===== src/rtl/octant_pkg.sv =====
// Shared types and constants for the octant reduction block.
package octant_pkg;

  typedef enum logic [1:0] {
    IDLE = 2'd0,
    DIV  = 2'd1,
    DONE = 2'd2
  } state_t;

  // Bit positions inside case_flag
  localparam int unsigned FLAG_XNEG = 2;
  localparam int unsigned FLAG_YNEG = 1;
  localparam int unsigned FLAG_SWAP = 0;

endpackage


===== src/rtl/seq_divider.sv =====
// Restoring divider: quo = floor(num * 2^F / den), one quotient bit per cycle, MSB first.
// Requires num <= den; num == den yields all ones, den == 0 yields zero.
module seq_divider #(
  parameter int unsigned W = 8,
  parameter int unsigned F = 8
) (
  input  logic         clk,
  input  logic         rst_n,
  input  logic         start,
  input  logic [W-1:0] num,
  input  logic [W-1:0] den,
  output logic [F-1:0] quo,
  output logic         done_c
);

  localparam int unsigned CW = $clog2(F);

  logic [W-1:0]  rem;
  logic [W-1:0]  den_q;
  logic [CW-1:0] cnt;
  logic          busy;
  logic [W:0]    shifted;
  logic          take;

  // Remainder never exceeds den, so the shifted value always fits in W+1 bits
  assign shifted = {rem, 1'b0};
  assign take    = (den_q != '0) && (shifted >= {1'b0, den_q});
  assign done_c  = busy && (cnt == '0);

  always_ff @(posedge clk or negedge rst_n) begin
    if (!rst_n) begin
      rem   <= '0;
      den_q <= '0;
      quo   <= '0;
      cnt   <= '0;
      busy  <= 1'b0;
    end else if (start) begin
      rem   <= num;
      den_q <= den;
      quo   <= '0;
      cnt   <= CW'(F - 1);
      busy  <= 1'b1;
    end else if (busy) begin
      rem <= take ? W'(shifted - {1'b0, den_q}) : W'(shifted);
      quo <= {quo[F-2:0], take};
      if (cnt == '0) busy <= 1'b0;
      else           cnt  <= cnt - CW'(1);
    end
  end

endmodule


===== src/rtl/octant_reduce.sv =====
// Folds a complex sample into the first octant: octant code plus min/max ratio
// for a downstream atan polynomial. Fixed latency, valid/ready on both sides.
module octant_reduce
  import octant_pkg::*;
#(
  parameter int unsigned W = 8,
  parameter int unsigned F = 8
) (
  input  logic         clk,
  input  logic         rst_n,
  input  logic         val_i,
  output logic         ready_o,
  input  logic [W-1:0] real_i,
  input  logic [W-1:0] imag_i,
  output logic         val_o,
  input  logic         ready_i,
  output logic [F-1:0] into_atan_poly,
  output logic [2:0]   case_flag
);

  state_t       state_q, state_d;
  logic         accept;
  logic         div_done;
  logic [W-1:0] ax, ay, mn, mx;
  logic         swap;
  logic [2:0]   flag_d;

  // Magnitudes as unsigned W-bit values; the most negative input maps to 2^(W-1)
  assign ax   = real_i[W-1] ? W'(W'(0) - real_i) : real_i;
  assign ay   = imag_i[W-1] ? W'(W'(0) - imag_i) : imag_i;
  assign swap = ay > ax;
  assign mn   = swap ? ax : ay;
  assign mx   = swap ? ay : ax;

  assign accept = val_i && ready_o;

  always_comb begin
    flag_d            = '0;
    flag_d[FLAG_XNEG] = real_i[W-1];
    flag_d[FLAG_YNEG] = imag_i[W-1];
    flag_d[FLAG_SWAP] = swap;
  end

  always_ff @(posedge clk or negedge rst_n) begin
    if (!rst_n) state_q <= IDLE;
    else        state_q <= state_d;
  end

  always_comb begin
    state_d = state_q;
    case (state_q)
      IDLE:    if (accept) state_d = DIV;
      DIV:     if (div_done) state_d = DONE;
      DONE:    if (ready_i) state_d = val_i ? DIV : IDLE;
      default: state_d = IDLE;
    endcase
  end

  always_comb begin
    val_o   = (state_q == DONE);
    ready_o = (state_q == IDLE) || ((state_q == DONE) && ready_i);
  end

  always_ff @(posedge clk or negedge rst_n) begin
    if (!rst_n)      case_flag <= '0;
    else if (accept) case_flag <= flag_d;
  end

  // The divider's quotient register is the ratio output; it holds once division ends
  seq_divider #(
    .W (W),
    .F (F)
  ) u_div (
    .clk    (clk),
    .rst_n  (rst_n),
    .start  (accept),
    .num    (mn),
    .den    (mx),
    .quo    (into_atan_poly),
    .done_c (div_done)
  );

endmodule


===== config.mk =====
export PLATFORM = sky130hd
export DESIGN_NAME = octant_reduce
export DESIGN_NICKNAME = d
export VERILOG_FILES = /design/src/rtl/octant_pkg.sv /design/src/rtl/seq_divider.sv /design/src/rtl/octant_reduce.sv
export SDC_FILE = /design/constraint.sdc
export NUM_CORES = 1
export LEC_CHECK = 0
export BUFFER_PORTS_ARGS = -buffer_cell sky130_fd_sc_hd__clkbuf_2
export CAP_MARGIN = 25
export CORE_ASPECT_RATIO = 2
export CORE_MARGIN = 3
export CORE_UTILIZATION = 54
export CTS_CLUSTER_SIZE = 12
export DETAILED_ROUTE_END_ITERATION = 10
export PLACE_DENSITY = 0.81
export SYNTH_ARGS = -nofsm -noshare
export SYNTH_HDL_FRONTEND = slang
export SYNTH_HIERARCHICAL = 1
export SYNTH_SLANG_ARGS = --single-unit

===== constraint.sdc =====
create_clock -name clk -period 4.4 [get_ports clk]
set_input_delay 0.88 -clock clk [delete_from_list [all_inputs] [get_ports clk]]
set_output_delay 0.88 -clock clk [all_outputs]
set_load 0.005 [all_outputs]

# --- Word level (Yosys, flattened, before mapping) ---
# Cells that the tools add are included.
op_classes:
  addsub: 4
  magnitude_cmp: 2
  eq_ne: 6
  mux: 20
  n_reduce_logical: 11
ops:
  columns: ["cell", "n"]
  rows:
  - ["$mux 8", 9]
  - ["$sub 1x8->8 const A", 2]
  - ["$ge 9x8->1", 1]
  - ["$mux 3", 3]
  - ["$gt 8x8->1", 1]
  - ["$reduce_bool 8->1", 1]
  - ["$sub 8x8->8", 1]
  - ["$mux 2", 3]
  - ["$ne 2x2->1 const B", 3]
  - ["$pmux 2 s3", 1]
  - ["$logic_and 1x1->1", 4]
  - ["$mux 1", 4]
  - ["$logic_not 3->1", 1]
  - ["$reduce_and 3->1", 1]
  - ["$sub 3x1->3 const B", 1]
  - ["$eq 2x1->1 const B", 1]
  - ["$eq 2x2->1 const B", 1]
  - ["$logic_not 2->1", 1]
  - ["$ne 2x1->1 const B", 1]
  - ["$reduce_and 2->1", 1]
  - ["$reduce_bool 2->1", 1]
  - ["$logic_or 1x1->1", 1]
totals:
  regBits: 33
  inputBits: 20
  out_inout_bits: 13
  wordCells: 50

# --- Depth between registers and ports, before layout ---
# Gate-level depths: netlist of the first run.
depth:
  ltp_word: 6
  depth_mapped: 15
  ltp_nobuf: 13

# --- By module ---
# Netlist of the first run, hierarchy kept.
modules_own_cells:
  columns: ["module", "instances", "cells_per_inst", "area_each_um2", "seq_area_each_um2"]
  rows:
  - ["seq_divider", 1, 171, 1639.1, 700.7]
  - ["octant_reduce", 1, 103, 884.6, 125.1]

# --- Least setup slack after synthesis of the first run ---
# Ideal clock, no wire load.
synth_timing:
  path_kind: "input port to flip-flop"
  startpoint: "input imag_i[0]"
  endpoint: "register u_div.rem[6]"
  setup_ps: 127
  t_arrival_ps: 3024
  required_time_ps: 4273
  path_slack_ps: 1249
  cell_stages: 15
  path_buffers: 2
  cell_sequence: "inv_1 -> ha_1 -> nand2b_1 -> o41ai_1 -> xor2_1 -> inv_1 -> ha_1 -> nand4_1 -> a21oi_1 -> o22ai_1 -> buf_4 -> buf_6 -> mux2i_1 -> a22oi_1 -> nand3b_1"
synth_via:
  elab_chain_len: 5
synth_lines:
  columns: ["item", "line_no", "rtl"]
  rows:
  - ["from (decl)", "octant_reduce.sv:14", "input logic [W-1:0] imag_i,"]
  - ["$sub 1x8->8", "octant_reduce.sv:30", "assign ay = imag_i[W-1] ? W'(W'(0) - imag_i) : imag_i;"]
  - ["$mux 8 *", "octant_reduce.sv:30", null]
  - ["$gt 8x8->1", "octant_reduce.sv:31", "assign swap = ay > ax;"]
  - ["$mux 8 *", "octant_reduce.sv:32", "assign mn = swap ? ax : ay;"]
  - ["via mn[6]", "octant_reduce.sv:24", "logic [W-1:0] ax, ay, mn, mx;"]
  - ["$mux 8 *", "seq_divider.sv:37", "end else if (start) begin"]
  - ["to (signal assigned)", "seq_divider.sv:38", "rem <= num;"]
  - ["to (signal assigned)", "seq_divider.sv:44", "rem <= take ? W'(shifted - {1'b0, den_q}) : W'(shifted);"]
  - ["to (decl)", "seq_divider.sv:18", "logic [W-1:0] rem;"]
# Mark *: on every way through the listed nets, which the timed path passes. The rest lies on a longest branch.
# A chain may end at the register's enable or synchronous reset.

# --- Worst setup path after layout of the first run ---
# Ends and elaborated chain as after synthesis.

==> summary.md, run 1 <==
| Metric | Value |
|---|---|
| Worst-skew pair later-pin latency | `between 200 and 300 ps` |
| Placeable Area | `4420 um^2` |
| Initial antenna violation count | `0` |
| Final HPWL from detailed placement | `~4.5 mm` |
| Number of nets at the end of the flow | `344` |
| Area growth from synthesis to final layout | `11.2%` |
| Vias per cell | `slightly below 6` |
| Pin count of the biggest net entering global routing | `46` |
| Highest layer used for signal routing | `met4` |
| Class of the most critical hold timing path | `flip-flop to flip-flop` |
| Worst setup endpoint | `u_div/rem[6]` |
| Final routed wirelength across all metal layers | `between 5 and 6 mm` |
| YS warnings | `6` |
| Post-CTS clock slew at the launch and capture registers of the worst setup and hold paths | `approximately 70 ps` |
| Final-layout fill cell count | `between 300 and 400` |
| CP Max Fanout | `11` |
| Fraction of the core area covered by cells at the end of the flow | `63.4%` |
| Ant. Diodes | `0` |
| Type of element launching the critical path | `primary input` |
| Critical setup path kind | `primary input to flip-flop` |
| Global routing usage summed across all routing layers | `23.5%` |
| Max Freq | `~290 MHz` |
| Slew Limit Fails | `0` |
| Post-Syn Instances | `~270` |
| Initial drt markers | `49` |
| Clock tree from TritonCTS | `yes` |
| First-pass GRT wire length | `between 9 and 10 mm` |
| Router iterations before antenna repair | `4` |
| Cell area after synthesis | `~2500 um^2` |
| Endpoints failing hold | `0` |
| Vias | `~2,100` |
| Placer's final routability congestion estimate | `between 0.8 and 0.9` |
| Total length of routed met3 wires | `150 um` |
| Most common library cell in the layout ignoring fill and taps | `sky130_fd_sc_hd__dfrtp_1` |
| Quantity of I/O buffers inserted on ports | `32` |
| Mean routed wirelength per cell | `15.8 um` |
| Met1 wire length | `roughly 1.9 mm` |
| Post-synthesis net count | `315` |
| Post_cts resized | `0` |
| Remaining global-route overflow | `0` |
| Number of distinct library cells after synthesis | `between 40 and 50` |
| Vias in the first global route | `2,160` |
| Min Tclk post-route | `~3500 ps` |
| Die outline area | `approximately 5600 um^2` |
| Synth top area cells | `sky130_fd_sc_hd__dfrtp_1, sky130_fd_sc_hd__mux2i_1, sky130_fd_sc_hd__ha_1` |
| Most used flip-flop cell after synthesis | `sky130_fd_sc_hd__dfrtp_1` |
| Arrival time at the worst endpoint | `3690 ps` |
| Relative max-transition margin | `between 40 and 50%` |
| Worst Setup SP | `imag_i[0]` |
| I/O pin count | `33` |
| Hold Worst Slack | `between 400 and 500 ps` |
| Max IR drop VDD | `about 0.32 mV` |
| Number of register bits inferred by synthesis | `33` |
| Fraction of synthesis flops using an asynchronous set or reset pin | `100%` |
| Initial standard-cell utilization of the core | `~57%` |
| Area share of the largest cell type after synthesis | `32.7%` |
| Buffers from clock root to sink, at most | `2` |
| Part of the cycle the worst path needs | `slightly below 80%` |
| Synth area leader | `sky130_fd_sc_hd__dfrtp_1` |
| Inserted Clock Buffers | `5` |
| Pwr Total | `2.00 mW` |
| Finish-stage setup viols | `0` |
| Worst r2r path cells | `7` |
| Met2 WL | `approximately 3.4 mm` |
| Final setup skew | `1.73 ps` |
| Reported leakage power | `approximately 1.4 nW` |
| Height of the die | `~100 um` |
| Number of placement rows | `34` |
| Setup slack of the worst register-to-register path | `between 1500 and 2000 ps` |
| Syn_area_per_cell | `about 9.2 um^2` |
| Max Cap Violations | `0` |
| Worst flop-to-flop path startpoint | `u_div/rem[2]` |
| Layout cell share with drive strength beyond 1 | `a little under a fifth` |
| Type of destination of the critical path | `flip-flop` |
| Clock net sink count | `33` |
| Proportion of synthesized chip area in sequential cells | `32.7%` |
| Hold-fix buffer count after cts | `0` |
| Remaining antenna violation count | `0` |
| Summed negative setup slack over all endpoints | `0 ps` |
| Clock tree root driver cell | `sky130_fd_sc_hd__clkbuf_8` |
| Setup repair after global routing missed its margin | `false` |
| Req. time, crit path | `between 4000 and 5000 ps` |
| PwrDens | `approximately 710 nW/um^2` |
| End of the worst register-to-register path | `u_div/rem[1]` |
| Status | `finished, final reports clean` |
| Number of H-tree levels | `2` |
| Total setup buffers inserted after CTS | `0` |
| EDFF count, synth | `0` |
| Residual DRC | `0` |
| Commonest cells after routing, fill and taps aside | `sky130_fd_sc_hd__dfrtp_1, sky130_fd_sc_hd__clkbuf_2, sky130_fd_sc_hd__mux2i_1, sky130_fd_sc_hd__inv_1, sky130_fd_sc_hd__ha_1` |
| Chip width | `between 50 and 60 um` |
| Worst-Margin Slew | `approximately 840 ps` |
-- registers in the layout, indices dropped and copies added (netlist names) --
| name | flops |
|---|---|
| u_div/busy | 1 |
| u_div/den_q | 8 |
| u_div/cnt | 3 |
| u_div/rem | 8 |
| u_div/quo | 8 |
| state_q | 2 |
| case_flag | 3 |
-- worst max-delay path, cell delays in order --
cell and delay [ps]:
sky130_fd_sc_hd__clkbuf_2 90, sky130_fd_sc_hd__inv_1 80, sky130_fd_sc_hd__ha_1 310, sky130_fd_sc_hd__mux2i_1 370, sky130_fd_sc_hd__inv_1 90, sky130_fd_sc_hd__ha_1 310, sky130_fd_sc_hd__nor2b_1 130, sky130_fd_sc_hd__o211ai_1 180
sky130_fd_sc_hd__a21oi_1 110, sky130_fd_sc_hd__o22ai_2 350, sky130_fd_sc_hd__buf_4 300, sky130_fd_sc_hd__mux2i_1 270, sky130_fd_sc_hd__a22oi_1 120, sky130_fd_sc_hd__nand3b_1 100
-- cell usage after synthesis (3+ instances only) --
| cell type | count |
|---|---|
| sky130_fd_sc_hd__a21oi_1 | 11 |
| sky130_fd_sc_hd__clkbuf_1 | 8 |
| sky130_fd_sc_hd__dfrtp_1 | 33 |
| sky130_fd_sc_hd__ha_1 | 20 |
| sky130_fd_sc_hd__inv_1 | 27 |
| sky130_fd_sc_hd__mux2_2 | 3 |
| sky130_fd_sc_hd__mux2i_1 | 30 |
| sky130_fd_sc_hd__nand2_1 | 18 |
| sky130_fd_sc_hd__nand2b_1 | 8 |
| sky130_fd_sc_hd__nand3_1 | 3 |
| sky130_fd_sc_hd__nand3b_1 | 3 |
| sky130_fd_sc_hd__nand4_1 | 3 |
| sky130_fd_sc_hd__nor2_1 | 16 |
| sky130_fd_sc_hd__nor2b_1 | 7 |
| sky130_fd_sc_hd__nor3_1 | 4 |
| sky130_fd_sc_hd__nor3b_1 | 7 |
| sky130_fd_sc_hd__nor4_1 | 3 |
| sky130_fd_sc_hd__o21a_1 | 3 |
| sky130_fd_sc_hd__o21ai_0 | 17 |
| sky130_fd_sc_hd__o21ai_1 | 6 |
| sky130_fd_sc_hd__xnor2_1 | 6 |
| sky130_fd_sc_hd__xor2_1 | 7 |
-- power breakdown --
group          total, mW  internal (mW)  switching (mW)
registers          0.579          0.449           0.130
logic               1.18          0.546           0.635
clock network      0.240          0.127           0.113
total               2.00           1.12           0.878
-- layout make-up --
cell class / count / area (um^2) / share of cell area [%]
repair buffers: 34 / 175 / 6.24
clock buffers: 6 / 82.6 / 2.94
clock inverters: 2 / 13.8 / 0.491
flip-flops and latches: 33 / 826 / 29.4
well taps: 54 / 67.6 / 2.41
multi-input cells: 202 / 1540 / 54.9
inverters: 27 / 101 / 3.61
-- cells by family (layout without fill, tap and decap cells) --
family                   count (synthesis)  in the layout  share of synthesized area [%]
buffers and inverters                   39             69                           6.54
AND/OR/NAND/NOR                         79             79                           17.4
multiplexers                            33             33                           13.2
XOR/XNOR                                14             14                           5.16
adder cells (fa/ha/maj)                 21             21                           10.7
flip-flops                              33             33                           32.7
AO/OA/AOI/OAI                           55             55                           14.3
-- stage by stage --
| stage | instance area, um^2 | cells | setup WS (ps) |
|---|---|---|---|
| 6_report | 2810 | 358 | 929 |
| 5_1_grt | 2810 | 358 | 642 |
| 4_1_cts | 2810 | 358 | 942 |
| 3_5_place_dp | 2710 | 350 | 631 |
| 3_3_place_gp | 2710 | 350 | 727 |
| 2_1_floorplan | 2520 | 274 | 1250 |
-- layer usage --
| metal | up-vias | global-route usage (%) |
|---|---|---|
| li1 | 1010 | - |
| met1 | 1017 | 21.9 |
| met2 | 51 | 45.6 |
| met3 | 11 | 3.33 |
| met4 | 0 | 11.9 |
| met5 | - | 0 |
-- how the worst min path moves through the flow --
stage / from / to / slack (ps) / depth (start not counted)
2_1_floorplan: u_div/cnt[1] / u_div/cnt[1] / 460 / 1
3_3_place_gp: u_div/cnt[1] / u_div/cnt[1] / 470 / 1
4_1_cts: u_div/cnt[1] / u_div/cnt[1] / 500 / 1
5_1_grt: u_div/cnt[1] / u_div/cnt[1] / 520 / 1
3_5_place_dp: u_div/cnt[1] / u_div/cnt[1] / 480 / 1
6_report: u_div/cnt[1] / u_div/cnt[1] / 490 / 1
(Power assumes the default switching activity.)
==> run 2, diff against run 1 <==
clock period = 3.4 ns   (was 4.4 ns; I/O delays follow)
==> summary.md, run 2 (synthesized netlist as in run 1, its figures left out) <==
| Metric | Value |
|---|---|
| Fraction of the core area covered by cells at the end of the flow | `63.6% (+0.20 points)` |
| Number of H-tree levels | `2 (unchanged)` |
| Router iterations before antenna repair | `5 (+1)` |
| PwrDens | `906 nW/um^2 (+27%)` |
| Clock tree root driver cell | `sky130_fd_sc_hd__clkbuf_8` |
| First-pass GRT wire length | `9.53 mm (-1.1%)` |
| Most common library cell in the layout ignoring fill and taps | `sky130_fd_sc_hd__dfrtp_1` |
| Vias | `2,088 (-0.048%)` |
| Placer's final routability congestion estimate | `0.828 (+3.3%)` |
| Quantity of I/O buffers inserted on ports | `32 (unchanged)` |
| Total setup buffers inserted after CTS | `0 (unchanged)` |
| Reported leakage power | `1.41 nW (+0.55%)` |
| CP Max Fanout | `7 (-4)` |
| Relative max-transition margin | `46.7% (+2.5 points)` |
| Finish-stage setup viols | `0 (unchanged)` |
| Type of element launching the critical path | `primary input` |
| Vias in the first global route | `2,155 (-0.23%)` |
| Number of placement rows | `34 (unchanged)` |
| Worst-path cell with the longest stage delay | `sky130_fd_sc_hd__o22ai_2` |
| Critical setup path kind | `primary input to flip-flop` |
| Status | `finished, final reports clean` |
| Class of the most critical hold timing path | `primary input to asynchronous set/reset pin` |
| Final setup skew | `7.59 ps (+5.86 ps)` |
| Req. time, crit path | `3610 ps (-1010 ps)` |
| Inserted Clock Buffers | `5 (unchanged)` |
| Mean routed wirelength per cell | `15.2 um (-4.0%)` |
| Largest stage delay on the critical path | `370 ps (about the same)` |
| Arrival time at the worst endpoint | `3370 ps (-320 ps)` |
| Remaining antenna violation count | `0 (unchanged)` |
| Initial standard-cell utilization of the core | `57.0% (unchanged)` |
| Residual DRC | `0 (unchanged)` |
| Vias per cell | `5.78 (-0.88%)` |
| Commonest cells after routing, fill and taps aside | `sky130_fd_sc_hd__dfrtp_1, sky130_fd_sc_hd__clkbuf_2, sky130_fd_sc_hd__mux2i_1, sky130_fd_sc_hd__inv_1, sky130_fd_sc_hd__ha_1` |
| I/O pin count | `33 (unchanged)` |
| Post-CTS clock slew at the launch and capture registers of the worst setup and hold paths | `70 ps (about the same)` |
| Final WS setup | `247 ps (-682 ps)` |
| Clock net sink count | `33 (unchanged)` |
| Final routed wirelength across all metal layers | `5.48 mm (-3.2%)` |
| Worst-skew pair later-pin latency | `280 ps (about the same)` |
| Max IR drop VDD | `0.400 mV (+25%)` |
| Setup repair after global routing missed its margin | `false` |
| Slew Limit Fails | `0 (unchanged)` |
| Post-placement worst setup slack | `-30.0 ps (-661 ps)` |
| Max Cap Violations | `0 (unchanged)` |
| Worst-Margin Slew | `799 ps (-37.8 ps)` |
| Buffers from clock root to sink, at most | `2 (unchanged)` |
| Clock tree from TritonCTS | `yes` |
| Endpoints failing hold | `0 (unchanged)` |
| Height of the die | `103 um (unchanged)` |
| Placeable Area | `4420 um^2 (unchanged)` |
| Ant. Diodes | `0 (unchanged)` |
| Initial antenna violation count | `0 (unchanged)` |
| Number of nets at the end of the flow | `347 (+0.87%)` |
| Area growth from synthesis to final layout | `11.5%` |
| Type of destination of the critical path | `flip-flop` |
| Chip width | `54.3 um (unchanged)` |
| Ordered cell list for the critical path | `clkbuf_2 -> inv_1 -> ha_1 -> nand2b_1 -> o41ai_1 -> xor2_1 -> inv_1 -> ha_1 -> nand4_1 -> o22ai_2 -> buf_4 -> mux2i_1 -> a21oi_1 -> nand3b_1` |
| Global routing usage summed across all routing layers | `23.0% (-0.51 points)` |
| Max Freq | `~320 MHz` |
| Die outline area | `5580 um^2 (unchanged)` |
| Layout cell share with drive strength beyond 1 | `18.9% (+0.47 points)` |
| Final HPWL from detailed placement | `4.52 mm (+0.71%)` |
| Post_cts resized | `0 (unchanged)` |
| Largest registers | `u_div/den_q (8), u_div/quo (8), u_div/rem (8)` |
| Pin count of the biggest net entering global routing | `46 (unchanged)` |
| Part of the cycle the worst path needs | `approximately 93%` |
| Remaining global-route overflow | `0 (unchanged)` |
| Min Tclk post-route | `about 3200 ps` |
| Hold-fix buffer count after cts | `0 (unchanged)` |
| Initial drt markers | `50 (+2.0%)` |
-- run 2: cell type report --
class | instances | area, um^2
clock buffer | 6 | 72.6
clock inverter | 2 | 10.0
fill | 381 | 1610
inverter | 27 | 101
multi-input combinational | 202 | 1540
sequential | 33 | 826
tap | 54 | 67.6
timing repair buffer | 37 | 198
-- run 2: power by group --
group | switching, mW | internal, mW
combinational | 0.827 | 0.719
clock | 0.136 | 0.142
sequential | 0.144 | 0.581
-- run 2: path summary, 6_finish.rpt --
kind                         startpoint  slack, ps           end  cells after the start
max                           imag_i[0]        250  u_div/rem[5]                     14
max in group asynchronous         rst_n       2420  u_div/rem[2]                      1
min                               rst_n        480    state_q[1]                      1
max reg2reg                u_div/rem[2]        900  u_div/rem[1]                      7
min reg2reg                u_div/cnt[1]        510  u_div/cnt[1]                      1
min in group clk           u_div/cnt[1]        510  u_div/cnt[1]                      1
-- run 2: per-stage QoR --
step	setup TNS, ps	hold slack [ps]	instances	power [mW]	instance area [um^2]
floorplan	0	384	274	1.91	2520
detailed placement	-30.0	493	353	2.27	2730
CTS	0	497	361	2.56	2810
finish	0	476	361	2.55	2810
global route	0	524	361	2.78	2810
global placement	-52.4	469	353	2.23	2730
-- run 2: per-layer routing --
layer  share of wire (%)  track usage (%)
met5                   0                0
met4                 3.0             10.7
met3                 1.8             1.30
met2                  61             45.2
met1                  34             22.6
-- run 2: worst max-delay path, delay by kind of cell --
| kind | cells | cell delay [ps] |
|---|---|---|
| compound gates | 3 | 770 |
| xor+xnor | 1 | 320 |
| fa+ha+maj | 2 | 490 |
| buf+inv | 4 | 530 |
| mux | 1 | 250 |
| simple gates | 3 | 320 |
==> run 3, diff against run 2 <==
PLACE_DENSITY = 0.75   (was 0.81)
==> summary.md, run 3 (synthesized netlist as in run 1, its figures left out) <==
| Metric | Value |
|---|---|
| Chip width | `54.3 um (unchanged)` |
| Class of the most critical hold timing path | `primary input to asynchronous set/reset pin` |
| Final routed wirelength across all metal layers | `5.40 mm (-1.3%)` |
| Arrival time at the worst endpoint | `3200 ps (-170 ps)` |
| Largest registers | `u_div/den_q (8), u_div/quo (8), u_div/rem (8)` |
| Ant. Diodes | `0 (unchanged)` |
| Part of the cycle the worst path needs | `89.2% (-3.5 points)` |
| Quantity of I/O buffers inserted on ports | `32 (unchanged)` |
| Worst-Margin Slew | `877 ps (+77.6 ps)` |
| Placeable Area | `4420 um^2 (unchanged)` |
| Post-CTS clock slew at the launch and capture registers of the worst setup and hold paths | `70 ps (about the same)` |
| Final setup skew | `6.20 ps (-1.39 ps)` |
| Buffers from clock root to sink, at most | `2 (unchanged)` |
| Setup repair after global routing missed its margin | `false` |
| Global routing usage summed across all routing layers | `22.3% (-0.70 points)` |
| Final WS setup | `368 ps (+121 ps)` |
| Type of destination of the critical path | `flip-flop` |
| PwrDens | `943 nW/um^2 (+4.1%)` |
| Clock tree root driver cell | `sky130_fd_sc_hd__clkbuf_8` |
| Remaining global-route overflow | `0 (unchanged)` |
| Net Switching | `1.11 mW (about the same)` |
| Internal Dissipation | `1.58 mW (+9.9%)` |
| Height of the die | `103 um (unchanged)` |
| First-pass GRT wire length | `9.09 mm (-4.6%)` |
| Vias | `2,058 (-1.4%)` |
| Type of element launching the critical path | `primary input` |
| Sequential group share of total power | `27.8% (-0.6 points)` |
| Placed instance area | `2720 um^2 (-0.55%)` |
| Residual DRC | `0 (unchanged)` |
| Max IR drop VDD | `0.519 mV (+30%)` |
| Number of H-tree levels | `2 (unchanged)` |
| I/O pin count | `33 (unchanged)` |
| Final-layout fill cell count | `394 (+3.4%)` |
| Area growth from synthesis to final layout | `13.1%` |
| Most common library cell in the layout ignoring fill and taps | `sky130_fd_sc_hd__dfrtp_1` |
| Total setup buffers inserted after CTS | `0 (unchanged)` |
| Vias per cell | `5.73 (-0.89%)` |
| Die outline area | `5580 um^2 (unchanged)` |
| Inserted Clock Buffers | `5 (unchanged)` |
| Critical setup path kind | `primary input to flip-flop` |
| Req. time, crit path | `3570 ps (-40 ps)` |
| CP Max Fanout | `9 (+2)` |
| Status | `finished, final reports clean` |
| Number of placement rows | `34 (unchanged)` |
| Relative max-transition margin | `41.6% (-5.2 points)` |
| Hold Worst Slack | `460 ps (-16.0 ps)` |
| Number of nets at the end of the flow | `345 (-0.58%)` |
| Fraction of the core area covered by cells at the end of the flow | `64.5% (+0.91 points)` |
| Slew Limit Fails | `0 (unchanged)` |
| Layout cell share with drive strength beyond 1 | `18.7% (-0.20 points)` |
| Commonest cells after routing, fill and taps aside | `sky130_fd_sc_hd__dfrtp_1, sky130_fd_sc_hd__clkbuf_2, sky130_fd_sc_hd__mux2i_1, sky130_fd_sc_hd__inv_1, sky130_fd_sc_hd__ha_1` |
| Clock tree from TritonCTS | `yes` |
| Endpoints failing hold | `0 (unchanged)` |
| Summed negative setup slack over all endpoints | `0 ps (unchanged)` |
| Reported leakage power | `1.42 nW (+1.0%)` |
| Clock net sink count | `33 (unchanged)` |
| Remaining antenna violation count | `0 (unchanged)` |
| Router iterations before antenna repair | `8 (+3)` |
| Share of power burned in combinational logic | `55.6% (-5.1 points)` |
| Fraction of power spent switching nets | `41.1% (-2.3 points)` |
| Post-placement worst setup slack | `114 ps (+144 ps)` |
| Pin count of the biggest net entering global routing | `34 (-26%)` |
| Post_cts resized | `0 (unchanged)` |
| Placer's final routability congestion estimate | `0.842 (+1.6%)` |
| Worst-skew pair later-pin latency | `290 ps (about the same)` |
| Final HPWL from detailed placement | `4.31 mm (-4.8%)` |
| Max Freq | `330 MHz (+4.0%)` |
| Initial standard-cell utilization of the core | `57.0% (unchanged)` |
| Initial drt markers | `41 (-18%)` |
| Initial antenna violation count | `0 (unchanged)` |
| Finish-stage setup viols | `0 (unchanged)` |
| Hold-fix buffer count after cts | `0 (unchanged)` |
| Clock group share of total power | `16.6% (+5.7 points)` |
| Min Tclk post-route | `3030 ps (-121 ps)` |
| Post-route cell area | `2850 um^2 (+1.4%)` |
| Mean routed wirelength per cell | `15.1 um (-0.77%)` |
| Vias in the first global route | `2,018 (-6.4%)` |
| Max Cap Violations | `0 (unchanged)` |
run 3: power groups by stage:
stage | registers [mW] | clock network (mW) | logic, mW
floorplan | 0.690 | 0 | 1.22
global placement | 0.745 | 0 | 1.45
detailed placement | 0.754 | 0 | 1.49
CTS | 0.748 | 0.455 | 1.51
global route | 0.775 | 0.474 | 1.68
finish | 0.748 | 0.448 | 1.50
run 3: metrics by stage:
step	cells	total power, mW
after floorplan	274	1.91
after global placement	351	2.20
after detailed placement	351	2.25
after CTS	359	2.71
after global routing	359	2.92
final	359	2.69
run 3: final timing paths:
| kind | slack (ps) | from | end | depth (start not counted) |
|---|---|---|---|---|
| worst max-delay path | 370 | imag_i[0] | u_div/rem[6] | 15 |
| worst min-delay path | 460 | rst_n | u_div/cnt[2] | 1 |
| worst max register to register | 890 | u_div/rem[2] | u_div/rem[1] | 7 |
| worst min register to register | 500 | u_div/cnt[1] | u_div/cnt[1] | 1 |
| max in group asynchronous | 2420 | rst_n | u_div/den_q[1] | 1 |
| min in group clk | 500 | u_div/cnt[1] | u_div/cnt[1] | 1 |
run 3: area by class of cell:
type,count,area (um^2),area share [%]
flip-flops and latches,33,826,28.9
well taps,54,67.6,2.37
multi-input cells,202,1540,53.9
clock inverters,3,68.8,2.41
clock buffers,5,68.8,2.41
repair buffers,35,183,6.40
inverters,27,101,3.55
run 3: worst max-delay path: stages:
cell and delay (ps):
sky130_fd_sc_hd__clkbuf_2 90, sky130_fd_sc_hd__inv_1 130, sky130_fd_sc_hd__ha_1 200, sky130_fd_sc_hd__nand2b_1 70, sky130_fd_sc_hd__o41ai_1 300, sky130_fd_sc_hd__xor2_1 270
sky130_fd_sc_hd__inv_1 70, sky130_fd_sc_hd__ha_1 300, sky130_fd_sc_hd__nand4_1 140, sky130_fd_sc_hd__a21oi_1 190, sky130_fd_sc_hd__o22ai_2 110, sky130_fd_sc_hd__buf_4 200
sky130_fd_sc_hd__mux2i_1 130, sky130_fd_sc_hd__a22oi_1 210, sky130_fd_sc_hd__nand3b_1 110
run 3: per-layer routing:
| layer | track usage (%) | part of all wire (%) |
|---|---|---|
| met5 | 0 | 0 |
| met4 | 11.1 | 3.2 |
| met3 | 2.75 | 2.8 |
| met2 | 40.5 | 57 |
| met1 | 23.8 | 37 |
